--- src/rtl/bcd_counter_chain_pkg.sv ---
// Shared constants, mode encoding and digit helpers for the BCD counter chain.
package bcd_counter_pkg;

    localparam int          BCD_W   = 4;
    localparam logic [3:0]  BCD_MAX = 4'd9;

    typedef enum logic [1:0] {
        MODE_SINGLE = 2'd0,
        MODE_MAX    = 2'd1,
        MODE_CARRY  = 2'd2
    } mode_t;

    // A nibble above 9 is not a legal BCD digit; read it as 9.
    function automatic logic [BCD_W-1:0] bcd_clamp(input logic [BCD_W-1:0] d);
        return (d > BCD_MAX) ? BCD_MAX : d;
    endfunction

endpackage

--- src/rtl/bcd_counter_chain_if.sv ---
// Signal bundle between the mode selector / debouncers and the BCD counter.
// Handshake semantics: there is no valid/ready pair. cnt_up and cnt_down are
// level signals and each rising edge is one request; cnt_clear, carry_en,
// max_en and max_in are levels sampled on every clock; cnt_out is a level and
// wrap is a one-cycle pulse. mode exposes the registered counting mode.
interface bcd_counter_chain_if
    import bcd_counter_pkg::*;
#(
    parameter int DIGITS = 6
);
    logic                  cnt_up;
    logic                  cnt_down;
    logic                  cnt_clear;
    logic [4*DIGITS-1:0]   max_in;
    logic                  carry_en;
    logic                  max_en;
    logic [4*DIGITS-1:0]   cnt_out;
    logic                  wrap;
    mode_t                 mode;

    modport master (
        output cnt_up, cnt_down, cnt_clear, max_in, carry_en, max_en,
        input  cnt_out, wrap, mode
    );

    modport slave (
        input  cnt_up, cnt_down, cnt_clear, max_in, carry_en, max_en,
        output cnt_out, wrap, mode
    );

endinterface

--- src/rtl/bcd_digit.sv ---
// One BCD digit register. Priority: clear > load > inc > dec.
// o_carry / o_borrow flag that the digit sits at 9 / 0, i.e. an increment /
// decrement applied now would roll over and ripple to the next digit.
module bcd_digit
    import bcd_counter_pkg::*;
(
    input  logic             i_clk,
    input  logic             i_reset,
    input  logic             i_clear,
    input  logic             i_load,
    input  logic [BCD_W-1:0] i_load_val,
    input  logic             i_inc,
    input  logic             i_dec,
    output logic [BCD_W-1:0] o_digit,
    output logic             o_carry,
    output logic             o_borrow
);

    logic [BCD_W-1:0] r_digit;

    // Digit update; every path keeps the value inside 0..9.
    always_ff @(posedge i_clk) begin
        if (i_reset || i_clear) begin
            r_digit <= '0;
        end else if (i_load) begin
            r_digit <= bcd_clamp(i_load_val);
        end else if (i_inc) begin
            r_digit <= (r_digit >= BCD_MAX) ? '0 : r_digit + 4'd1;
        end else if (i_dec) begin
            r_digit <= (r_digit == '0) ? BCD_MAX : r_digit - 4'd1;
        end
    end

    assign o_digit  = r_digit;
    assign o_carry  = (r_digit == BCD_MAX);
    assign o_borrow = (r_digit == '0);

endmodule

--- src/rtl/bcd_counter_chain.sv ---
// Multi-digit BCD up/down counter: edge detection of the request levels,
// registered mode, carry/borrow chain that skips disabled digits, and a
// BCD magnitude comparator with limit load for the max-value mode.
module bcd_counter_chain
    import bcd_counter_pkg::*;
#(
    parameter int DIGITS = 6
)(
    input  logic                 clk,
    input  logic                 reset,
    bcd_counter_chain_if.slave   bus
);

    logic                  r_up_q;
    logic                  r_down_q;
    logic                  r_wrap;
    mode_t                 r_mode;

    logic [4*DIGITS-1:0]   w_cnt;
    logic [4*DIGITS-1:0]   w_lim;
    logic [DIGITS-1:0]     w_carry_flag;
    logic [DIGITS-1:0]     w_borrow_flag;
    logic [DIGITS-1:0]     w_en;
    logic [DIGITS-1:0]     w_inc;
    logic [DIGITS-1:0]     w_dec;
    logic [DIGITS-1:0]     w_clr;

    logic                  w_up_ev;
    logic                  w_down_ev;
    mode_t                 w_mode_next;
    logic                  w_mode_chg;
    logic                  w_cnt_en;
    logic                  w_count_up;
    logic                  w_count_dn;
    logic                  w_is_max;
    logic                  w_cnt_gt;
    logic                  w_cnt_eq;
    logic                  w_cnt_zero;
    logic                  w_max_wrap_up;
    logic                  w_load;
    logic                  w_chain_c;
    logic                  w_chain_b;
    logic                  w_wrap_next;

    assign w_up_ev     = bus.cnt_up & ~r_up_q;
    assign w_down_ev   = bus.cnt_down & ~r_down_q;
    assign w_mode_next = bus.carry_en ? MODE_CARRY : (bus.max_en ? MODE_MAX : MODE_SINGLE);
    assign w_mode_chg  = (w_mode_next != r_mode);
    // A clear or a mode change swallows any count event in the same cycle.
    assign w_cnt_en    = ~bus.cnt_clear & ~w_mode_chg;
    // Simultaneous up and down cancel out.
    assign w_count_up  = w_cnt_en & w_up_ev & ~w_down_ev;
    assign w_count_dn  = w_cnt_en & w_down_ev & ~w_up_ev;
    assign w_is_max    = (r_mode == MODE_MAX);
    assign w_cnt_zero  = (w_cnt == '0);

    // MAX mode: at/over the limit an up wraps to 0; at 0 or over the limit a down loads the limit.
    assign w_max_wrap_up = w_is_max & w_count_up & (w_cnt_gt | w_cnt_eq);
    assign w_load        = w_is_max & w_count_dn & (w_cnt_zero | w_cnt_gt);

    genvar g;
    generate
        for (g = 0; g < DIGITS; g++) begin : g_digit
            assign w_lim[4*g +: 4] = bcd_clamp(bus.max_in[4*g +: 4]);

            bcd_digit u_digit (
                .i_clk      (clk),
                .i_reset    (reset),
                .i_clear    (w_clr[g]),
                .i_load     (w_load),
                .i_load_val (w_lim[4*g +: 4]),
                .i_inc      (w_inc[g]),
                .i_dec      (w_dec[g]),
                .o_digit    (w_cnt[4*g +: 4]),
                .o_carry    (w_carry_flag[g]),
                .o_borrow   (w_borrow_flag[g])
            );
        end
    endgenerate

    // BCD magnitude compare of count against clamped limit, most significant digit first.
    always_comb begin
        w_cnt_gt = 1'b0;
        w_cnt_eq = 1'b1;
        for (int j = DIGITS - 1; j >= 0; j--) begin
            if (w_cnt_eq) begin
                if (w_cnt[4*j +: 4] > w_lim[4*j +: 4]) begin
                    w_cnt_gt = 1'b1;
                    w_cnt_eq = 1'b0;
                end else if (w_cnt[4*j +: 4] < w_lim[4*j +: 4]) begin
                    w_cnt_eq = 1'b0;
                end
            end
        end
    end

    // Digit enables: digit 0 always; all digits in MAX; max_in[4j] selects digits in CARRY.
    always_comb begin
        w_en = '0;
        for (int j = 0; j < DIGITS; j++) begin
            w_en[j] = (j == 0) | w_is_max | ((r_mode == MODE_CARRY) & bus.max_in[4*j]);
        end
    end

    // Ripple carry/borrow through enabled digits; disabled digits pass it straight through.
    always_comb begin
        w_inc     = '0;
        w_dec     = '0;
        w_clr     = '0;
        w_chain_c = w_count_up & ~w_max_wrap_up;
        w_chain_b = w_count_dn & ~w_load;
        for (int j = 0; j < DIGITS; j++) begin
            w_inc[j] = w_en[j] & w_chain_c;
            w_dec[j] = w_en[j] & w_chain_b;
            w_clr[j] = bus.cnt_clear | w_mode_chg | ~w_en[j] | w_max_wrap_up;
            if (w_en[j]) begin
                w_chain_c = w_chain_c & w_carry_flag[j];
                w_chain_b = w_chain_b & w_borrow_flag[j];
            end
        end
        // Whatever leaves the top enabled digit is discarded and reported as a wrap.
        w_wrap_next = w_chain_c | w_chain_b | w_max_wrap_up | (w_load & w_cnt_zero);
    end

    // Request history, mode register and wrap pulse.
    always_ff @(posedge clk) begin
        if (reset) begin
            r_up_q   <= 1'b1;
            r_down_q <= 1'b1;
            r_mode   <= MODE_SINGLE;
            r_wrap   <= 1'b0;
        end else begin
            r_up_q   <= bus.cnt_up;
            r_down_q <= bus.cnt_down;
            r_mode   <= w_mode_next;
            r_wrap   <= w_wrap_next;
        end
    end

    assign bus.cnt_out = w_cnt;
    assign bus.wrap    = r_wrap;
    assign bus.mode    = r_mode;

endmodule
--- src/flat_wrapper.sv ---
// flat-port wrapper written by rule: the top's interface ports become plain ports
module bcd_counter_chain_flat import bcd_counter_pkg::*;
#(
    parameter int DIGITS = 6
)
  (clk, reset, bus_cnt_up, bus_cnt_down, bus_cnt_clear, bus_max_in, bus_carry_en, bus_max_en, bus_cnt_out, bus_wrap, bus_mode);
  bcd_counter_chain_if #(.DIGITS(DIGITS)) bus_i ();
  input  logic clk;
  input  logic reset;
  input wire logic [$bits(bus_i.cnt_up)-1:0] bus_cnt_up;
  input wire logic [$bits(bus_i.cnt_down)-1:0] bus_cnt_down;
  input wire logic [$bits(bus_i.cnt_clear)-1:0] bus_cnt_clear;
  input wire logic [$bits(bus_i.max_in)-1:0] bus_max_in;
  input wire logic [$bits(bus_i.carry_en)-1:0] bus_carry_en;
  input wire logic [$bits(bus_i.max_en)-1:0] bus_max_en;
  output wire logic [$bits(bus_i.cnt_out)-1:0] bus_cnt_out;
  output wire logic [$bits(bus_i.wrap)-1:0] bus_wrap;
  output wire logic [$bits(bus_i.mode)-1:0] bus_mode;
  assign bus_i.cnt_up = bus_cnt_up;
  assign bus_i.cnt_down = bus_cnt_down;
  assign bus_i.cnt_clear = bus_cnt_clear;
  assign bus_i.max_in = bus_max_in;
  assign bus_i.carry_en = bus_carry_en;
  assign bus_i.max_en = bus_max_en;
  assign bus_cnt_out = bus_i.cnt_out;
  assign bus_wrap = bus_i.wrap;
  assign bus_mode = bus_i.mode;
  bcd_counter_chain #(.DIGITS(DIGITS)) u_core (.clk(clk), .reset(reset), .bus(bus_i));
endmodule
--- config.mk ---
export PLATFORM = sky130hd
export DESIGN_NAME = bcd_counter_chain_flat
export DESIGN_NICKNAME = d
export VERILOG_FILES = /design/src/rtl/bcd_counter_chain_pkg.sv /design/src/rtl/bcd_counter_chain_if.sv /design/src/rtl/bcd_digit.sv /design/src/rtl/bcd_counter_chain.sv /design/src/flat_wrapper.sv
export SDC_FILE = /design/constraint.sdc
export NUM_CORES = 1
export LEC_CHECK = 0
export CAP_MARGIN = 20
export CORE_ASPECT_RATIO = 1.2
export CORE_MARGIN = 2
export CORE_UTILIZATION = 33
export CTS_BUF_LIST = sky130_fd_sc_hd__clkbuf_16
export CTS_CLUSTER_SIZE = 16
export DETAILED_ROUTE_END_ITERATION = 8
export MAX_ROUTING_LAYER = met4
export PLACE_DENSITY = 0.61
export SETUP_SLACK_MARGIN = 0.4
export SLEW_MARGIN = 20
export SYNTH_ARGS = -nofsm -noshare
export SYNTH_HDL_FRONTEND = slang
export SYNTH_SLANG_ARGS = --single-unit
--- constraint.sdc ---
create_clock -name clk -period 3.32 [get_ports clk]
set_input_delay 0.664 -clock clk [delete_from_list [all_inputs] [get_ports clk]]
set_output_delay 0.664 -clock clk [all_outputs]
set_load 0.05 [all_outputs]
-- Word-level counts from Yosys, hierarchy flattened
Cells that the tools add are included.
- add/sub/neg operators: 12
- order comparisons: 30
- equal/unequal tests: 9
- muxes and demuxes: 82
- bitwise logic cells: 76
- reduce and logical (&&, ||, !) cells: 19
- operators with widths (kind ; number):
    4-bit 2-to-1 mux ; 42
    4-bit greater-than comparator, second input constant ; 12
    1-bit AND ; 41
    1-bit 2-to-1 mux ; 39
    4-bit by 1-bit adder with 4-bit output, second input constant ; 6
    4-bit == test, second input constant ; 6
    4-bit >= comparator, second input constant ; 6
    4-bit greater-than comparator ; 6
    24-bit zero test ; 1
    4-bit zero test ; 6
    4-bit < comparator ; 6
    4-bit by 1-bit subtractor with 4-bit output, second input constant ; 6
    1-bit bitwise OR ; 22
    3-bit nonzero test ; 6
    1-bit NOT ; 13
    1-bit logical OR ; 6
    2-bit by 1-bit == test with 1-bit output, second input constant ; 1
    2-bit == test, second input constant ; 1
    2-bit 2-to-1 mux ; 1
    2-bit != test ; 1
- flip-flop bits (word level): 29
- bits of input ports: 31
- output and inout port bits: 27
- word-level logic and storage cells: 238

-- Longest topological paths before layout
Gate-level depths: netlist (run 1).
- depth after elaboration: 32
- gate-level depth with buffers: 13
- gate-level depth less buffers: 11

-- Hierarchy
A second synthesis (run 1) with hierarchy kept.
- cells, all modules: 586
- area, all modules: 4336.7 µm²
- modules (own cells, without submodules) (module ; times used ; cells an instance ; area each (µm²)):
    bcd_digit ; 6 ; 62 ; 465.4
    bcd_counter_chain ; 1 ; 214 ; 1544.0

-- Worst setup path after synthesis (run 1)
OpenSTA, ideal clock, no wires.
- path kind: register -> register
- start: reg u_core.g_digit[4].u_digit.r_digit[0]
- end: reg u_core.g_digit[5].u_digit.r_digit[2]
- arrival: 3.199 ns
- setup slack: 0.002 ns
- stages on the path, launching flop included: 11
- buffers on the path: 0
- clock period less this slack: 3.318 ns
- cells stage by stage: dfxtp_1 -> inv_1 -> ha_1 -> and4_1 -> a211oi_1 -> or3_1 -> a211o_1 -> a2111oi_4 -> a211oi_1 -> a31o_2 -> o221a_2
- longest elaborated chain between the ends: 27
- RTL lines (element ; line ; RTL):
    from (decl) ; bcd_digit.sv:19 ; logic [BCD_W-1:0] r_digit;
    from (signal assigned) ; bcd_digit.sv:26 ; r_digit <= bcd_clamp(i_load_val);
    from (signal assigned) ; bcd_digit.sv:28 ; r_digit <= (r_digit >= BCD_MAX) ? '0 : r_digit + 4'd1;
    from (signal assigned) ; bcd_digit.sv:30 ; r_digit <= (r_digit == '0) ? BCD_MAX : r_digit - 4'd1;
    4-bit greater-than comparator or 4-bit < comparator (tied branches) ; bcd_counter_chain.sv:87, bcd_counter_chain.sv:90 ;
    1-bit 2-to-1 mux, on equally long branches ; bcd_counter_chain.sv:87, bcd_counter_chain.sv:90 ;
    1-bit 2-to-1 mux, on equally long branches ; bcd_counter_chain.sv:86, bcd_counter_chain.sv:87 ;
    1-bit 2-to-1 mux, on equally long branches ; bcd_counter_chain.sv:87, bcd_counter_chain.sv:86 ;
    1-bit 2-to-1 mux ; bcd_counter_chain.sv:86 ; if (w_cnt_eq) begin
    1-bit 2-to-1 mux ; bcd_counter_chain.sv:87 ; if (w_cnt[4*j +: 4] > w_lim[4*j +: 4]) begin
    1-bit 2-to-1 mux ; bcd_counter_chain.sv:86 ;
    1-bit 2-to-1 mux ; bcd_counter_chain.sv:87 ;
    [... 11 more ...] ; - ;
    1-bit 2-to-1 mux ; bcd_counter_chain.sv:116 ; if (w_en[j]) begin
    1-bit AND ; bcd_counter_chain.sv:117 ; w_chain_c = w_chain_c & w_carry_flag[j];
    1-bit 2-to-1 mux ; bcd_counter_chain.sv:116 ;
    1-bit AND ; bcd_counter_chain.sv:117 ;
    1-bit 2-to-1 mux ; bcd_counter_chain.sv:116 ;
    1-bit AND ; bcd_counter_chain.sv:113 ; w_inc[j] = w_en[j] & w_chain_c;
    4-bit 2-to-1 mux ; bcd_digit.sv:27 ; end else if (i_inc) begin
    4-bit 2-to-1 mux ; bcd_digit.sv:25 ; end else if (i_load) begin
    to (signal assigned) ; bcd_digit.sv:26 ;
    to (signal assigned) ; bcd_digit.sv:28 ;
    to (signal assigned) ; bcd_digit.sv:30 ;
    to (decl) ; bcd_digit.sv:19 ;
Parallel ways exist; a longest one is shown, timed or not.
A chain may end at the register's enable or synchronous reset.

-- Worst setup path after layout (run 1)
- start: in bus_cnt_up
- end: reg u_core.g_digit[5].u_digit.r_digit[0]
- longest elaborated chain between the ends: 19
- RTL lines (element ; line ; RTL):
    from (decl) ; flat_wrapper.sv:10 ; input wire logic [$bits(bus_i.cnt_up)-1:0] bus_cnt_up;
    1-bit AND * ; bcd_counter_chain.sv:45 ; assign w_up_ev = bus.cnt_up & ~r_up_q;
    1-bit AND (2 in series) ; bcd_counter_chain.sv:52 ; assign w_count_up = w_cnt_en & w_up_ev & ~w_down_ev;
    1-bit AND (2 in series) ; bcd_counter_chain.sv:58 ; assign w_max_wrap_up = w_is_max & w_count_up & (w_cnt_gt | w_cnt_eq);
    1-bit NOT ; bcd_counter_chain.sv:110 ; w_chain_c = w_count_up & ~w_max_wrap_up;
    1-bit AND ; bcd_counter_chain.sv:110 ;
    1-bit AND (2 in series) ; bcd_counter_chain.sv:117 ;
    1-bit 2-to-1 mux ; bcd_counter_chain.sv:116 ;
    1-bit AND ; bcd_counter_chain.sv:117 ;
    1-bit 2-to-1 mux ; bcd_counter_chain.sv:116 ;
    1-bit AND ; bcd_counter_chain.sv:117 ;
    1-bit 2-to-1 mux ; bcd_counter_chain.sv:116 ;
    1-bit AND ; bcd_counter_chain.sv:117 ;
    1-bit 2-to-1 mux ; bcd_counter_chain.sv:116 ;
    1-bit AND ; bcd_counter_chain.sv:113 ;
    4-bit 2-to-1 mux ; bcd_digit.sv:27 ;
    4-bit 2-to-1 mux ; bcd_digit.sv:25 ;
Mark *: on every way between the ends. The rest lies on a longest branch, timed or not.

==> flow_summary_export.csv, run 1 <==
group,metric,value,unit
worst_setup_path,r2r_slack,320,ps
timing,post-route-period-util,94.84,%
cts,cts_sinks,29,
timing,setup_violations,0,
power,p_int,767.6,µW
global_routing,grt_pass1_wl,22260,µm
worst_hold_path,holdPathStages,3,
yosys,synth_edf_count,0,
die,core_area,10470,µm²
power,pwr_density_cell,170.7,nW/µm²
yosys,synth_nets,564,
cells_and_area,layout_commonest_cell,"buf_4",
timing,rsz0062_at_grt,"yes",
placement,port_buffers,57,
die,rows,41,
yosys,synthFlopType,"dfxtp_1",
global_routing,top_usage_layer,"met2",
die,die_x,98.51,µm
yosys,yosysSeqAreaShare,16.41,%
timing,setup_tns,0,ps
run_status,status,"finished clean",
worst_hold_path,min_from,"bus_max_in[18]",
cts,cts_root_buf,"clkbuf_16",
yosys,post_synth.cell_area_avg,7.204,µm²
cts,htreeDepth,2,
global_routing,met3_usage,3.576,%
die,die_height,117.4,µm
drt,ant_nets,0,
drt,viasPerCell,5.797,
worst_setup_path,required,3530,ps
placement,gp_congestion,0.9006,
cts,cts_made_buffers,5,
cts,ctsHoldBuffers,0,
drt,post_drt_wl_per_cell,18.22,µm
cells_and_area,nFillCells,898,
global_routing,grtUsageMet1,27.48,%
yosys,netlist_area,3537,µm²
cells_and_area,antenna_cells,0,
die,start_util,33.80,%
drt,firstDrtPassIters,7,
placement,dp_hpwl,9703,µm
worst_setup_path,path_class,"in2reg",
power,switchingPower,311.8,µW
global_routing,grt-ovfl-total,0,
global_routing,grt_use_met2,40.90,%
drt,finalWirelength,14810,µm
worst_setup_path,critPathSlowestCell,"clkdlybuf4s50_1",
timing,slew_viol_final,0,
drt,num_vias,4713,
global_routing,grt_max_degree,15,
timing,hold_viol,0,
cells_and_area,final_cell_mix,"buf_4 (114), nor2_1 (45), nand2_1 (35)",
timing,finalCriticalPeriod,3149,ps
cells_and_area,fin_area,6322,µm²
cells_and_area,fin_nets,756,
power,clkPwrFrac,41.2,%
cts,cts_tree,"built",
placement,dp.cells,757,
die,design.die.area,11570,µm²
worst_setup_path,cp_num_buf_inv,2,
timing,tightest_slew,674.9,ps
yosys,ys_types,66,
drt,drt_iter0_drc,286,
placement,placed_area,5000,µm²
global_routing,grt_usage,23.94,%
power,p_comb_share,26.0,%
timing,fmax,317.6,MHz
worst_setup_path,cp-start-kind,"input pin",
cells_and_area,fin_util,60.41,%
run,max_cap_violations,0,
worst_setup_path,endpoint_kind,"flop",
power,p_seq_share,32.8,%
cells_and_area,drive_gt1_share,43.42,%
worst_setup_path,rr_startpoint,"u_core.bus.mode[0]",
cells_and_area,area_growth,78.74,%
global_routing,grt_pass1_vias,4684,
worst_setup_path,critPathMaxStageDelay,470,ps
timing,holdWs,639.0,ps
timing,slew_headroom,55.01,%
cts,clk_path_buf_depth,2,
cts,cts.clk_slew.worst_paths,50,ps
worst_setup_path,reg2reg_depth,9,
cts,clock_latency,280,ps
worst_hold_path,hp-class,"in2reg",
yosys,synth_cells,491,
timing,fin_skew,6.113,ps
worst_setup_path,path_cells,"clkdlybuf4s50_1, nor2b_1, nand2_1, or3_1, buf_4, a211o_1, mux2_4, a311o_1, a21boi_1",
power,swShare,28.88,%
yosys,yosysWarnings,0,
worst_setup_path,arrival,3360,ps
cells_and_area,final_cells,813,
worst_setup_path,critPathMaxFanout,4,
yosys,yosys_register_bits,29,
yosys,async_reset_ff_share,0,%
die,io_pins,58,
worst_setup_path,critical_path.top_delay_family,"simple AND/OR/NAND/NOR gates",
global_routing,antenna_found_initial,0,
worst_hold_path,hold_end,"u_core.g_digit[4].u_digit.o_digit[2]",
power,ir_drop,142.8,µV
worst_setup_path,r2r-end,"u_core.g_digit[5].u_digit.o_digit[0]",
drt,drc_errors,0,
power,p_leak,0.002499,µW
[tightest hold or removal path, delay by kind of cell]
family | cells | cell delay (ps)
buffers and inverters | 1 | 110
AOI/OAI and AO/OA | 1 | 40
and+or+nand+nor | 1 | 70
[state kept, by name (all words and copies together), names as in the netlist]
signal,count
u_core.r_down_q,1
u_core.bus.mode,2
u_core.bus.wrap,1
u_core.g_digit.u_digit.o_digit,24
u_core.r_up_q,1
[Yosys cell counts, types with 5 or more instances]
cell type	instances	area (µm²)
o21ai_0	30	150.1
nand2_1	51	191.4
nor2_1	50	187.7
nor2b_1	14	87.58
a211oi_1	12	90.09
o31ai_1	5	37.54
nor3_1	9	45.04
nand3b_1	6	45.04
inv_1	28	105.1
ha_1	42	525.5
dfxtp_1	29	580.6
nand3_1	15	75.07
or3_1	15	93.84
nand2b_1	21	131.4
a21oi_1	38	190.2
nand4_1	7	43.79
o211ai_1	12	90.09
clkbuf_1	11	41.29
[power groups by stage]
stage	clock network (µW)	registers, µW	logic, µW
2_1_floorplan	0	365	70.3
3_3_place_gp	0	361	181
3_5_place_dp	0	361	184
4_1_cts	454	353	246
5_1_grt	471	354	299
6_report	445	354	281
[what timing repair did]
action                                  in CTS  in global routing
endpoints found under the setup margin      25                 24
resized for setup                          189                 85
buffers inserted                            43                  4
pin swaps                                   51                 44
cloned                                       0                  1
[per-layer routing]
layer	part of all wire [%]	vias up
met1	40	2284
met2	52	166
met5	0	-
met4	3.4	0
li1	-	2223
met3	4.6	40
[metrics by stage]
| stage | setup slack, ps | power (µW) |
|---|---|---|
| 3_5_place_dp | -548.9 | 544.7 |
| 5_1_grt | 70.72 | 1123 |
| 6_report | 171.3 | 1079 |
| 2_1_floorplan | 148.3 | 435.0 |
| 3_3_place_gp | -509.8 | 541.9 |
| 4_1_cts | 195.0 | 1053 |
[worst max-delay path by stage]
| stage | from | to | slack, ps | cells after the start |
|---|---|---|---|---|
| after floorplan | bus_max_in[18] | u_core.g_digit[5].u_digit.o_digit[2] | 150 | 11 |
| after global placement | bus_max_in[22] | u_core.g_digit[3].u_digit.o_digit[0] | -510 | 14 |
| after detailed placement | bus_max_in[22] | u_core.g_digit[2].u_digit.o_digit[0] | -550 | 13 |
| after CTS | bus_max_in[17] | u_core.g_digit[5].u_digit.o_digit[0] | 200 | 12 |
| after global routing | bus_cnt_up | u_core.g_digit[5].u_digit.o_digit[0] | 70 | 9 |
| final | bus_cnt_up | u_core.g_digit[5].u_digit.o_digit[0] | 170 | 9 |
[cells by family (layout without fill, tap and decap cells)]
kind of cell | count (synthesis) | count (layout) | synth area share, %
and+or+nand+nor | 210 | 210 | 30.56
buffers and inverters | 43 | 236 | 4.669
xor gates and xnor gates | 2 | 2 | 0.4953
DFF | 29 | 29 | 16.41
AOI/OAI and AO/OA | 160 | 160 | 31.55
muxes | 5 | 5 | 1.450
adders and majority gates | 42 | 42 | 14.86
[layout make-up]
| class | instances | area, µm² | share of cell area (%) |
|---|---|---|---|
| Clock buffer | 5 | 125.1 | 1.979 |
| Clock inverter | 3 | 11.26 | 0.1781 |
| Inverter | 28 | 107.6 | 1.702 |
| Multi-Input combinational cell | 419 | 3587 | 56.74 |
| Sequential cell | 29 | 584.3 | 9.242 |
| Tap cell | 129 | 161.4 | 2.553 |
| Timing Repair Buffer | 200 | 1745 | 27.61 |
Power figures use the tool's default switching activity.
==> inputs of run 2 (changes only) <==
==> constraint.sdc (replaced) <==
create_clock -name clk -period 2.58 [get_ports clk]
set_input_delay 0.516 -clock clk [delete_from_list [all_inputs] [get_ports clk]]
set_output_delay 0.516 -clock clk [all_outputs]
set_load 0.05 [all_outputs]
==> run 2 against run 1 <==
Compared with the run above:
- the flow now finishes with violations (setup timing)
- final area increased by 13%
- power up 38%
- critical path type unchanged
- wire length increased by 13%
- clock skew grew 1.6 ps
- sequential power up 29%
- global-route usage is 3.7 points higher
- clock power increased by 30%
==> flow_summary_export.csv, run 2 (synthesized netlist as in run 1, its figures left out) <==
group,metric,value,unit
timing,post-route-period-util,121.1,%
worst_setup_path,cp_num_buf_inv,4,
die,start_util,33.80,%
cells_and_area,largest_reg_flops,24,
timing,slew_headroom,59.31,%
die,die_height,117.4,µm
power,clkPwrFrac,38.9,%
cts,ctsHoldBuffers,0,
run_status,status,"finished, violations left",
placement,placed_area,5406,µm²
cts,cts_root_buf,"clkbuf_16",
die,design.die.area,11570,µm²
cells_and_area,fin_nets,851,
drt,post_drt_wl_per_cell,18.51,µm
worst_setup_path,startpoint,"bus_max_in[21]",
global_routing,grt_usage,27.66,%
timing,hold_viol,0,
drt,drc_errors,0,
timing,tightest_slew,605.6,ps
drt,num_vias,5229,
power,power,1485,µW
worst_setup_path,critPathSlowestCell,"or3_4",
power,swShare,29.01,%
cells_and_area,fin_area,7133,µm²
run_status,violations,"setup timing",
power,ir_drop,190.5,µV
drt,drt_iter0_drc,288,
cells_and_area,layout_commonest_cell,"buf_4",
worst_setup_path,endpoint_kind,"flop",
worst_setup_path,critPathMaxFanout,5,
timing,setup_slack,-545.3,ps
worst_setup_path,critPathMaxStageDelay,390,ps
worst_setup_path,required,2770,ps
cts,clk_path_buf_depth,2,
power,p_comb_share,30.5,%
power,p_seq_share,30.6,%
cells_and_area,drive_gt1_share,52.63,%
drt,finalWirelength,16810,µm
cts,cts.clk_slew.worst_paths,60,ps
worst_setup_path,critical_path.top_delay_family,"compound AO/OA/AOI/OAI gates",
timing,fmax,320.0,MHz
worst_setup_path,arrival,3320,ps
die,rows,41,
timing,rsz0062_at_grt,"yes",
worst_setup_path,path_class,"in2reg",
cts,clock_latency,280,ps
global_routing,grt_pass1_vias,5322,
timing,fin_skew,7.722,ps
global_routing,grt_max_degree,14,
worst_hold_path,hp-class,"in2reg",
cts,cts_sinks,29,
cts,cts_made_buffers,5,
worst_hold_path,min_from,"bus_max_in[18]",
power,p_int,1054,µW
die,io_pins,58,
cts,htreeDepth,2,
worst_setup_path,rr_startpoint,"u_core.g_digit[5].u_digit.o_digit[3]",
global_routing,grt-ovfl-total,0,
cts,cts_tree,"built",
placement,dp_hpwl,10380,µm
power,switchingPower,430.9,µW
drt,ant_nets,0,
die,die_x,98.51,µm
cells_and_area,antenna_cells,0,
cells_and_area,final_cell_mix,"buf_4 (201), nor2_1 (42), buf_6 (39)",
placement,port_buffers,57,
die,core_area,10470,µm²
power,p_leak,0.003097,µW
timing,setup_violations,25,
timing,slew_viol_final,0,
placement,gp_congestion,0.9243,
worst_setup_path,cp-start-kind,"input pin",
drt,firstDrtPassIters,6,
global_routing,antenna_found_initial,0,
drt,viasPerCell,5.759,
power,pwr_density_cell,208.2,nW/µm²
global_routing,grt_pass1_wl,25700,µm
cells_and_area,area_growth,101.7,%
timing,finalCriticalPeriod,3125,ps
worst_setup_path,path_cells,"buf_8, o21ai_4, nand2b_4, ha_4, nand4_1, buf_4, a311o_1, a21oi_4, o21ai_4, buf_6, a211oi_4, nor2_2, buf_6, or3_4, o31ai_4",
run,max_cap_violations,0,
run 2: cell types whose count changed in the layout (fill, tap and decap cells not counted), moves of 5 or more:
cell	change
clkdlybuf4s50_1	-7
buf_4	+87
buf_6	+10
dfxtp_2	+11
dfxtp_1	-11
dlymetal6s2s_1	+5
run 2: tightest hold or removal path: stages:
cell and delay, ps:
buf_6 110, nand3_2 70, a21oi_2 50
run 2: final cells by class:
class                   count  area, µm²
clock inverters             3      13.76
repair buffers            295       2487
inverters                  28      112.6
clock buffers               5      125.1
fillers                   774       3332
well taps                 129      161.4
flip-flops and latches     29      598.1
multi-input cells         419       3635
run 2: layer usage:
metal	up-vias	share of wire, %	GRT usage [%]
met5	-	0	-
met4	0	4.6	11.99
met3	71	4.6	3.159
met2	216	53	50.26
met1	2524	38	29.95
li1	2418	-	-
run 2: through the flow:
| step | util (%) | hold slack, ps | TNS [ps] | setup WS, ps | instances |
|---|---|---|---|---|---|
| detailed placement | 51.66 | 614.4 | -26150 | -1125 | 811 |
| global placement | 51.66 | 599.3 | -25070 | -1093 | 811 |
| floorplan | - | 580.2 | -6017 | -443.7 | 491 |
| finish | 68.16 | 502.1 | -11290 | -545.3 | 908 |
| CTS | 65.14 | 508.0 | -6829 | -418.4 | 900 |
| global route | 68.16 | 519.8 | -11760 | -551.8 | 908 |
run 2: path summary, 6_finish.rpt:
check                                               to  slack (ps)  cells past startpoint
setup reg to reg  u_core.g_digit[4].u_digit.o_digit[3]        -390                     12
setup / recovery  u_core.g_digit[4].u_digit.o_digit[3]        -550                     15
hold reg to reg   u_core.g_digit[0].u_digit.o_digit[3]         700                      3
hold / removal    u_core.g_digit[4].u_digit.o_digit[2]         500                      3
run 2: power by group through the flow:
stage / logic (µW) / registers (µW) / clock network, µW
global route: 478 / 455 / 594
CTS: 399 / 454 / 574
floorplan: 90.5 / 470 / 0
detailed placement: 250 / 464 / 0
global placement: 246 / 463 / 0
finish: 453 / 455 / 577
run 2: repair_timing:
action / in CTS / in global routing
gates resized for setup: 249 / 60
pin swaps: 65 / 30
setup endpoints to repair: 25 / 28
hold endpoints to repair: 0 / 0
gates cloned: 1 / 0
setup buffers: 80 / 8
==> inputs of run 3 (changes only) <==
--- a/config.mk
+++ b/config.mk
@@ -7,13 +7,13 @@
 export LEC_CHECK = 0
 export CAP_MARGIN = 20
 export CORE_ASPECT_RATIO = 1.2
-export CORE_MARGIN = 2
-export CORE_UTILIZATION = 33
+export CORE_MARGIN = 1.5
+export CORE_UTILIZATION = 50
 export CTS_BUF_LIST = sky130_fd_sc_hd__clkbuf_16
 export CTS_CLUSTER_SIZE = 16
 export DETAILED_ROUTE_END_ITERATION = 8
 export MAX_ROUTING_LAYER = met4
-export PLACE_DENSITY = 0.61
+export PLACE_DENSITY = 0.84
 export SETUP_SLACK_MARGIN = 0.4
 export SLEW_MARGIN = 20
 export SYNTH_ARGS = -nofsm -noshare
==> run 3 against run 2 <==
Compared with the run above:
- the flow now stops in global routing (5_1_grt)
- area after synthesis is the same
- synthesized cell count did not move
==> flow_summary_export.csv, run 3 <==
group,metric,value,unit
placement,port_buffers,57,
run_status,error,"[ERROR GRT-0116] Global routing finished with congestion. Check the congestion regions in the DRC Viewer.",
run_status,status,"did not finish",
cts,ctsHoldBuffers,0,
yosys,synth_top_family_by_area,"compound AO/OA/AOI/OAI gates",
yosys,synthSimpleGateAreaFrac,30.56,%
yosys,post_synth.cell_area_avg,7.204,µm²
global_routing,grt_usage,74.81,%
yosys,synth_nets,564,
run_status,failed_stage,"global routing (5_1_grt)",
cts,cts_made_buffers,5,
yosys,yosys_register_bits,29,
placement,pre_cts_ws,-1097,ps
global_routing,grt-ovfl-total,92,
die,rows,33,
placement,gp_congestion,0.9658,
yosys,netlist_top_cells_count,"nand2_1 (51), nor2_1 (50), ha_1 (42)",
cts,clk_path_buf_depth,2,
yosys,synth_compound_area_share,31.55,%
yosys,yosysSeqAreaShare,16.41,%
global_routing,grt_max_degree,14,
yosys,synth_cells,491,
yosys,synth_xor_area_share,0.4952,%
yosys,synth_top_cell_by_area,"dfxtp_1",
die,io_pins,58,
die,die_x,79.78,µm
yosys,synth_top_area_share,16.41,%
yosys,synth.area.top_cells,"dfxtp_1 (16%), ha_1 (15%), nand2_1 (5.4%), a21oi_1 (5.4%), nor2_1 (5.3%)",
global_routing,grt_pass1_wl,42100,µm
yosys,yosysWarnings,0,
cts,cts_root_buf,"clkbuf_16",
yosys,synth_most_common_cell,"nand2_1",
yosys,synthAdderAreaFrac,14.86,%
yosys,synth_edf_count,0,
cts,htreeDepth,2,
die,die_height,95.14,µm
yosys,ys_types,66,
yosys,async_reset_ff_share,0,%
yosys,synthFlopType,"dfxtp_1",
yosys,netlist_area,3537,µm²
die,start_util,51.61,%
cts,cts_sinks,29,
global_routing,grt_pass1_vias,7269,
placement,dp_hpwl,9899,µm
yosys,synth_mux_area_share,1.450,%
[run 3: cell counts after synthesis]
No cell type changed its count.
[run 3: what timing repair did]
action                     in CTS
gates cloned                    2
buffers inserted               80
pin swaps                      68
setup endpoints to repair      26
gates resized for setup       265
[run 3: kinds of logic after synthesis]
| kind of cell | count (synthesis) |
|---|---|
| fa+ha+maj | 42 |
| mux | 5 |
| flops | 29 |
| buf+inv | 43 |
| xor+xnor | 2 |
| compound gates | 160 |
| simple gates | 210 |
[run 3: per-stage QoR]
| stage | instances | utilization (%) | setup TNS (ps) | instance area, µm² | hold slack (ps) |
|---|---|---|---|---|---|
| after CTS | 832 | 97.52 | -8244 | 6684 | 532.8 |
| after global placement | 742 | 74.79 | -22450 | 5126 | 622.9 |
| after detailed placement | 742 | 74.79 | -24630 | 5126 | 628.0 |
| after floorplan | 491 | - | -6017 | 3596 | 580.2 |
[run 3: per-layer routing]
layer | overflow | track usage [%]
met1 | 1 | 68.96
met4 | 31 | 86.64
met5 | - | -
met3 | 2 | 46.12
met2 | 58 | 97.32
==> inputs of run 4 (changes only) <==
--- a/config.mk
+++ b/config.mk
@@ -6,15 +6,10 @@
 export NUM_CORES = 1
 export LEC_CHECK = 0
 export CAP_MARGIN = 20
-export CORE_ASPECT_RATIO = 1.2
 export CORE_MARGIN = 1.5
-export CORE_UTILIZATION = 50
-export CTS_BUF_LIST = sky130_fd_sc_hd__clkbuf_16
-export CTS_CLUSTER_SIZE = 16
+export CORE_UTILIZATION = 40
 export DETAILED_ROUTE_END_ITERATION = 8
-export MAX_ROUTING_LAYER = met4
-export PLACE_DENSITY = 0.84
-export SETUP_SLACK_MARGIN = 0.4
+export PLACE_DENSITY_LB_ADDON = 0.15
 export SLEW_MARGIN = 20
 export SYNTH_ARGS = -nofsm -noshare
 export SYNTH_HDL_FRONTEND = slang
==> constraint.sdc (replaced) <==
create_clock -name clk -period 3.4 [get_ports clk]
set_input_delay 0.68 -clock clk [delete_from_list [all_inputs] [get_ports clk]]
set_output_delay 0.68 -clock clk [all_outputs]
set_load 0.05 [all_outputs]
==> run 4 against run 3 <==
Compared with the run above:
- the flow now finishes without violations
==> flow_summary_export.csv, run 4 (synthesized netlist as in run 1, its figures left out) <==
group,metric,value,unit
run_status,status,"finished clean",
cells_and_area,largest_reg_flops,24,
worst_setup_path,critPathMaxFanout,4,
global_routing,grt_pass1_vias,4321,
timing,slew_viol_final,0,
worst_setup_path,cp-start-kind,"input pin",
die,io_pins,58,
worst_setup_path,arrival,3530,ps
cells_and_area,final_cell_mix,"buf_4 (114), nor2_1 (49), nand2_1 (46)",
die,die_x,97.04,µm
drt,post_drt_wl_per_cell,16.73,µm
cells_and_area,drive_gt1_share,27.31,%
die,die_height,97.04,µm
timing,fin_skew,4.990,ps
cts,ctsHoldBuffers,0,
worst_setup_path,critPathMaxStageDelay,490,ps
die,design.die.area,9416,µm²
worst_hold_path,holdPathStages,2,
cts,cts_sinks,29,
placement,port_buffers,57,
drt,num_vias,4501,
global_routing,grt-ovfl-total,0,
global_routing,grt_usage,25.88,%
power,power,884.3,µW
placement,dp_hpwl,9206,µm
worst_setup_path,cp_num_buf_inv,3,
worst_hold_path,min_from,"u_core.g_digit[0].u_digit.o_digit[3]",
cts,clk_path_buf_depth,2,
cts,clock_latency,290,ps
global_routing,antenna_found_initial,0,
timing,slew_headroom,48.10,%
timing,hold_viol,0,
worst_setup_path,critical_path.top_delay_family,"compound AO/OA/AOI/OAI gates",
die,rows,34,
drt,drc_errors,0,
die,start_util,40.96,%
worst_setup_path,reg2reg_depth,10,
cells_and_area,layout_commonest_cell,"buf_4",
worst_setup_path,r2r_slack,300,ps
global_routing,grt_max_degree,14,
worst_setup_path,critPathSlowestCell,"a2111oi_0",
run,max_cap_violations,0,
worst_hold_path,hold_end,"u_core.g_digit[0].u_digit.o_digit[3]",
drt,finalWirelength,12840,µm
cts,htreeDepth,2,
timing,holdWs,640.9,ps
timing,tightest_slew,778.4,ps
cells_and_area,area_growth,55.64,%
cells_and_area,fin_nets,732,
cells_and_area,antenna_cells,0,
worst_setup_path,r2r-end,"u_core.g_digit[2].u_digit.o_digit[2]",
power,ir_drop,165.6,µV
power,pwr_density_cell,160.6,nW/µm²
timing,rsz0062_at_grt,"yes",
timing,setup_violations,0,
global_routing,grt_pass1_wl,20340,µm
worst_setup_path,path_class,"in2reg",
worst_setup_path,endpoint_kind,"flop",
worst_setup_path,path_cells,"clkdlybuf4s50_1, nand2b_4, ha_1, and4_4, buf_6, o21a_1, o31ai_4, a211o_4, a2111oi_0, buf_4, a211oi_1, o211ai_1, a21oi_1",
worst_setup_path,rr_startpoint,"u_core.g_digit[4].u_digit.o_digit[3]",
cts,cts_made_buffers,5,
drt,drt_iter0_drc,231,
worst_hold_path,hp-class,"reg2reg",
cts,cts_tree,"built",
worst_setup_path,required,3580,ps
power,p_leak,0.002348,µW
cts,cts_root_buf,"clkbuf_8",
placement,gp_congestion,0.9225,
timing,fmax,298.3,MHz
timing,finalCriticalPeriod,3353,ps
drt,firstDrtPassIters,4,
cts,cts.clk_slew.worst_paths,70,ps
drt,ant_nets,0,
die,core_area,8636,µm²
timing,post-route-period-util,98.61,%
drt,viasPerCell,5.868,
cells_and_area,nFillCells,771,
## run 4: worst max-delay path by stage
stage / start / to / slack, ps / depth (start not counted)
2_1_floorplan: u_core.g_digit[4].u_digit.o_digit[0] / u_core.g_digit[5].u_digit.o_digit[2] / 80 / 10
3_3_place_gp: bus_max_in[18] / u_core.g_digit[5].u_digit.o_digit[1] / -430 / 12
3_5_place_dp: bus_max_in[18] / u_core.g_digit[5].u_digit.o_digit[0] / -500 / 12
4_1_cts: bus_max_in[6] / u_core.g_digit[5].u_digit.o_digit[0] / -5 / 12
5_1_grt: bus_max_in[8] / u_core.g_digit[5].u_digit.o_digit[0] / -20 / 12
6_report: bus_max_in[8] / u_core.g_digit[2].u_digit.o_digit[2] / 50 / 13
## run 4: worst min-delay path: cells and delay by family (launching register included)
kind	cells	cell delay, ps
flip-flops	1	420
AND/OR/NAND/NOR	1	110
AO/OA/AOI/OAI	1	70
## run 4: where the power goes
| group | leakage, µW | total, µW | internal, µW | switching, µW |
|---|---|---|---|---|
| sequential | 0.000235 | 345 | 342 | 3.33 |
| clock | 0.0000443 | 312 | 161 | 152 |
| combinational | 0.00207 | 226 | 122 | 104 |
## run 4: stage by stage
step | util (%) | setup TNS (ps) | cell area, µm² | setup WS, ps | cells
global route | 63.75 | -59.41 | 5505 | -20.08 | 767
detailed placement | 56.06 | -9929 | 4841 | -500.3 | 727
CTS | 60.56 | -5.221 | 5230 | -5.221 | 756
global placement | 56.06 | -7945 | 4841 | -425.2 | 727
floorplan | - | 0 | 3537 | 82.25 | 491
finish | 63.75 | 0 | 5505 | 47.43 | 767
## run 4: per-layer routing
| metal | GRT usage [%] | wire, µm | vias to the layer above |
|---|---|---|---|
| li1 | - | - | 2179 |
| met1 | 33.27 | 5540 | 2140 |
| met2 | 45.19 | 6396 | 169 |
| met3 | 3.757 | 792 | 13 |
| met4 | 6.689 | 106 | 0 |
| met5 | 0 | 0 | - |
## run 4: repair_timing
action | CTS | global route
cloned | 1 | 1
endpoints found under the setup margin | 24 | 24
buffers inserted | 21 | 10
gates resized for setup | 33 | 50
pin swaps | 14 | 25
## run 4: area by class of cell
| class | count | area (µm²) | area share, % |
|---|---|---|---|
| tap | 108 | 135.1 | 2.455 |
| clock buffer | 7 | 86.33 | 1.568 |
| multi-input combinational | 420 | 3085 | 56.05 |
| inverter | 28 | 105.1 | 1.909 |
| sequential | 29 | 580.6 | 10.55 |
| timing repair buffer | 175 | 1513 | 27.48 |
